<file path="src/rtl/fetch_sequencer.sv">
// fetch_sequencer: multi-cycle instruction fetch controller.
// Drives the PC control strobes and runs the imem request/ack handshake.
// Fetched words are held in a one-entry buffer that decode drains with
// valid/ready. Execute-stage redirects flush the buffer and any fetch in flight.
module fetch_sequencer #(
    parameter int TIMEOUT = 255,
    parameter int CNT_W   = 16
) (
    input  logic             clk,
    input  logic             reset,
    input  logic [31:0]      pc_value,
    output logic             pc_incr_en,
    output logic             pc_write_en,
    output logic             pc_branch,
    output logic             imem_req,
    output logic [31:0]      imem_addr,
    input  logic             imem_ack,
    input  logic [31:0]      imem_rdata,
    output logic             instr_valid,
    output logic [31:0]      instr_data,
    output logic [31:0]      instr_pc,
    input  logic             instr_ready,
    input  logic             redirect_valid,
    input  logic             redirect_is_imm,
    input  logic             halt,
    output logic             fetch_err,
    output logic [CNT_W-1:0] fetch_count
);

    typedef enum logic [2:0] {
        IDLE   = 3'd0,
        FETCH  = 3'd1,
        ISSUE  = 3'd2,
        DRAIN  = 3'd3,
        HALTED = 3'd4,
        ERROR  = 3'd5
    } state_t;

    // Last wait-counter value before the timeout fires (counter starts at 0).
    localparam logic [7:0] WAIT_LAST = 8'(TIMEOUT - 1);

    state_t     state;
    logic [7:0] wait_cnt;
    logic       redirect_act;
    logic       wait_expired;

    // PC strobes and memory request are decoded from state and live inputs;
    // redirect wins over increment, and reset silences everything.
    always_comb begin
        redirect_act = !reset && redirect_valid && (state != IDLE) && (state != ERROR);
        pc_branch    = redirect_act && redirect_is_imm;
        pc_write_en  = redirect_act && !redirect_is_imm;
        pc_incr_en   = !reset && (state == FETCH) && imem_ack && !redirect_valid;
        imem_req     = !reset && (state == FETCH);
        imem_addr    = imem_req ? pc_value : 32'd0;
        wait_expired = (wait_cnt == WAIT_LAST);
    end

    // Fetch state machine with its registered buffer, error flag and counters.
    always_ff @(posedge clk) begin
        if (reset) begin
            state       <= IDLE;
            wait_cnt    <= 8'd0;
            instr_valid <= 1'b0;
            instr_data  <= 32'd0;
            instr_pc    <= 32'd0;
            fetch_err   <= 1'b0;
            fetch_count <= '0;
        end else begin
            case (state)
                IDLE: begin
                    wait_cnt <= 8'd0;
                    state    <= halt ? HALTED : FETCH;
                end
                FETCH: begin
                    if (redirect_valid) begin
                        // With an ack this cycle the word is simply dropped;
                        // otherwise the outstanding response must be drained.
                        wait_cnt <= 8'd0;
                        state    <= imem_ack ? FETCH : DRAIN;
                    end else if (imem_ack) begin
                        instr_data  <= imem_rdata;
                        instr_pc    <= pc_value;
                        instr_valid <= 1'b1;
                        state       <= ISSUE;
                    end else if (wait_expired) begin
                        fetch_err <= 1'b1;
                        state     <= ERROR;
                    end else begin
                        wait_cnt <= wait_cnt + 8'd1;
                    end
                end
                ISSUE: begin
                    if (redirect_valid) begin
                        instr_valid <= 1'b0;
                        wait_cnt    <= 8'd0;
                        state       <= FETCH;
                    end else if (instr_ready) begin
                        instr_valid <= 1'b0;
                        fetch_count <= fetch_count + {{(CNT_W-1){1'b0}}, 1'b1};
                        wait_cnt    <= 8'd0;
                        state       <= halt ? HALTED : FETCH;
                    end
                end
                DRAIN: begin
                    // A redirect here only re-strobes the PC; the stale ack
                    // still has to be swallowed before fetching resumes.
                    if (imem_ack) begin
                        wait_cnt <= 8'd0;
                        state    <= FETCH;
                    end else if (wait_expired) begin
                        fetch_err <= 1'b1;
                        state     <= ERROR;
                    end else begin
                        wait_cnt <= wait_cnt + 8'd1;
                    end
                end
                HALTED: begin
                    if (!halt) begin
                        wait_cnt <= 8'd0;
                        state    <= FETCH;
                    end
                end
                ERROR: begin
                    state <= ERROR;
                end
                default: begin
                    state <= IDLE;
                end
            endcase
        end
    end

endmodule

</file>
<file path="config.mk">
export PLATFORM = sky130hd
export DESIGN_NAME = fetch_sequencer
export DESIGN_NICKNAME = d
export VERILOG_FILES = /design/src/rtl/fetch_sequencer.sv
export SDC_FILE = /design/constraint.sdc
export NUM_CORES = 1
export LEC_CHECK = 0
export ABC_AREA = 1
export CAP_MARGIN = 20
export CORE_MARGIN = 8
export CORE_UTILIZATION = 30
export CTS_CLUSTER_DIAMETER = 50
export DETAILED_ROUTE_END_ITERATION = 8
export SYNTH_ARGS = -nofsm -noshare
export SYNTH_HDL_FRONTEND = slang
export SYNTH_SLANG_ARGS = --single-unit
</file>
<file path="constraint.sdc">
create_clock -name clk -period 1.9 [get_ports clk]
set_input_delay 0.285 -clock clk [delete_from_list [all_inputs] [get_ports clk]]
set_output_delay 0.285 -clock clk [all_outputs]
set_load 0.01 [all_outputs]
</file>
==> flow_metrics.env <==
export IMPL_status="completed"
export IMPL_core_mm2=0.0131
export IMPL_grt_max_degree=89
export IMPL_endpoint_kind="primary output"
export IMPL_place_ws_ps=-247
export IMPL_grt_overflow=0
export IMPL_synth_area_mm2=0.00400
export IMPL_cap_violations=0
export IMPL_powerDensity_mw_per_mm2=745
export IMPL_wl_per_cell_um=14.0
export IMPL_slowest_stage="dfxtp_2"
export IMPL_layout_drive_gt1_share=0.115
export IMPL_finalWorstSetupSlack_ps=138
export IMPL_total_power_mw=4.72
export IMPL_start_util=0.305
export IMPL_period_share=0.928
export IMPL_chipWidth_um=132
export IMPL_placed_cells=927
export IMPL_seq_area_frac_synth=0.465
export IMPL_io_buffer_count=188
export IMPL_cts_buffer_depth=2
export IMPL_maxSlewHeadroom=0.721
export IMPL_path_max_fanout=32
export IMPL_arrival_ps=1480
export IMPL_setup_violations_final=0
export IMPL_holdCritPathClass="flip-flop to flip-flop"
export IMPL_post_cts_resized=72
export IMPL_die_h_um=132
export IMPL_worstHoldPathCells=2
export IMPL_r2r_start="state[0]"
export IMPL_yosys_warnings=0
export IMPL_dieArea_mm2=0.0173
export IMPL_ys_seq_elements=93
export IMPL_fillers=1312
export IMPL_drt_iter0_markers=245
export IMPL_ff2ff_path_depth=9
export IMPL_antenna_cells=0
export IMPL_grt_pass1_vias=4466
export IMPL_crit_type="flip-flop to primary output"
export IMPL_antenna_found_initial=0
export IMPL_synth_cell_types=26
export IMPL_drc=0
export IMPL_synth_cells=570
export IMPL_worst_ep_required_time_ps=1620
export IMPL_drt_pass1_iter_count=4
export IMPL_vias=4274
export IMPL_syn_num_nets=644
export IMPL_slew_viol_final=0
export IMPL_place_gp_congestion=0.825
export IMPL_p_leak_nw=2.76
export IMPL_cts_hold_buf=0
export IMPL_cts_tree="yes"
export IMPL_wl_um=13200
export IMPL_crit_path_start_kind="flip-flop"
export IMPL_grt_pass1_wl_um=21900
export IMPL_skew_ps=6.69
export IMPL_dpl_hpwl_um=10100
export IMPL_io_pins=189
export IMPL_final_cells=942
export IMPL_syn2layout_area_growth_pct=58.2
export IMPL_rows=42
export IMPL_insertion_delay_ps=330
export IMPL_ant_nets=0
export IMPL_max_freq_mhz=567
export IMPL_final_nets=836
export IMPL_ir_drop_mv=0.345
export IMPL_cpPeakStageDelay_ps=340
export IMPL_track_usage=0.153
export IMPL_cts_num_sinks=93
export IMPL_hold_violations=0
export IMPL_numCtsBuffers=9
export IMPL_cts_root_buf="clkbuf_16"
export IMPL_clk_pin_slew_ps=60
export IMPL_crit_chain="inv_2, nor2_4, nand2_2, nor2_2, inv_1, buf_12, nor2_1, buf_2"
export IMPL_timing_final_crit_period_ps=1760
export IMPL_worst_pin_slew_ps=419
export IMPL_vias_per_cell=4.54
export IMPL_syn_mean_instance_area_um2=7.02
export IMPL_cts_setup_buffers=0
export IMPL_h_tree_depth=3
export IMPL_hold_end="instr_valid"
export IMPL_rrSetupSlack_ps=170
export IMPL_r2r_end="instr_pc[8]"
export IMPL_rsz0062_at_grt="true"
export IMPL_hp_start="instr_valid"
[how the worst max path moves through the flow]
stage	slack, ps	from	endpoint	cells past startpoint
after floorplan	300	state[0]	imem_addr[10]	7
after global placement	-210	reset	imem_addr[0]	6
after detailed placement	-250	reset	imem_addr[0]	6
after CTS	0.6	state[0]	imem_addr[11]	8
after global routing	-7	state[0]	imem_addr[23]	8
final	140	state[0]	imem_addr[0]	8
[synth_stat cells]
| cell | number | share of area |
|---|---|---|
| nor2_1 | 139 | 0.13 |
| dfxtp_1 | 93 | 0.47 |
| o21ai_0 | 79 | 0.099 |
| inv_1 | 65 | 0.061 |
| nand2_1 | 61 | 0.057 |
| a21oi_1 | 52 | 0.065 |
| buf_2 | 14 | 0.018 |
| nand3_1 | 12 | 0.015 |
| clkbuf_1 | 9 | 0.0084 |
| nor3_1 | 9 | 0.011 |
| nand4_1 | 5 | 0.0078 |
| nor2_4 | 5 | 0.014 |
| nand2_2 | 4 | 0.0062 |
| buf_4 | 3 | 0.0056 |
| ha_1 | 3 | 0.0094 |
| inv_2 | 3 | 0.0028 |
| nand3b_1 | 3 | 0.0056 |
| o21ai_1 | 3 | 0.0037 |
| a211oi_1 | 1 | 0.0019 |
| a21boi_0 | 1 | 0.0019 |
| a21oi_2 | 1 | 0.0022 |
| a31oi_1 | 1 | 0.0016 |
| buf_1 | 1 | 0.00094 |
| nand3_2 | 1 | 0.0025 |
| xnor2_1 | 1 | 0.0022 |
| xor2_1 | 1 | 0.0022 |
[final cells by class]
type,instances,area [um^2],share of cell area
clock buffer,12,256,0.0405
clock inverter,3,68.8,0.0109
inverter,68,255,0.0403
multi-input combinational,382,1770,0.279
sequential,93,1860,0.294
tap,176,220,0.0348
timing repair buffer,208,1900,0.300
[logic make-up after synthesis]
| family | synth area share |
|---|---|
| fa+ha+maj | 0.00938 |
| compound gates | 0.175 |
| buf+inv | 0.0962 |
| flops | 0.465 |
| xor+xnor | 0.00438 |
| simple gates | 0.250 |
[through the flow]
| step | instance area, um^2 | util | hold WS [ps] | setup TNS (ps) |
|---|---|---|---|---|
| floorplan | 4000 | - | 420 | 0 |
| global placement | 6160 | 0.469 | 452 | -6540 |
| detailed placement | 6160 | 0.469 | 466 | -7460 |
| CTS | 6480 | 0.494 | 477 | 0 |
| global route | 6330 | 0.482 | 503 | -7.26 |
| finish | 6330 | 0.482 | 469 | 0 |
[layout by cell type (no fill, tap or decap), drive strengths merged]
cell,netlist,routed
xnor2,1,1
clkbuf,9,39
a31oi,1,1
a21oi,53,53
nor3,9,9
a21boi,1,1
a211oi,1,1
nand4,5,5
inv,68,68
clkdlybuf4s50,0,152
ha,3,3
nand2,65,65
buf,18,26
xor2,1,1
dlygate4sd2,0,3
bufinv,0,2
nor2,144,144
dfxtp,93,93
nand3b,3,3
nand3,13,13
clkinv,0,1
o21ai,82,82
[critical path: cells and delay by family (launching register included)]
kind	cells	cell delay, ps
buf+inv	4	440
flops	1	340
simple gates	4	350
[registers in the layout, summed over array words and instances (netlist names)]
register     count
instr_data      32
fetch_err        1
fetch_count     16
instr_valid      1
instr_pc        32
wait_cnt         8
state            3
[report_power, final]
group	total, mW	internal, mW	switching [mW]	leakage [nW]
logic	0.704	0.370	0.334	1.85
registers	2.07	2.03	0.0399	0.755
clock network	1.95	1.22	0.727	0.159
[metal layers]
metal	global-route usage	routed length [um]	share of wire
met2	0.269	6590	0.50
met1	0.161	5320	0.40
met5	0	0	0
met4	0.0600	234	0.018
met3	0.0602	1060	0.080
(Power assumes the default switching activity.)
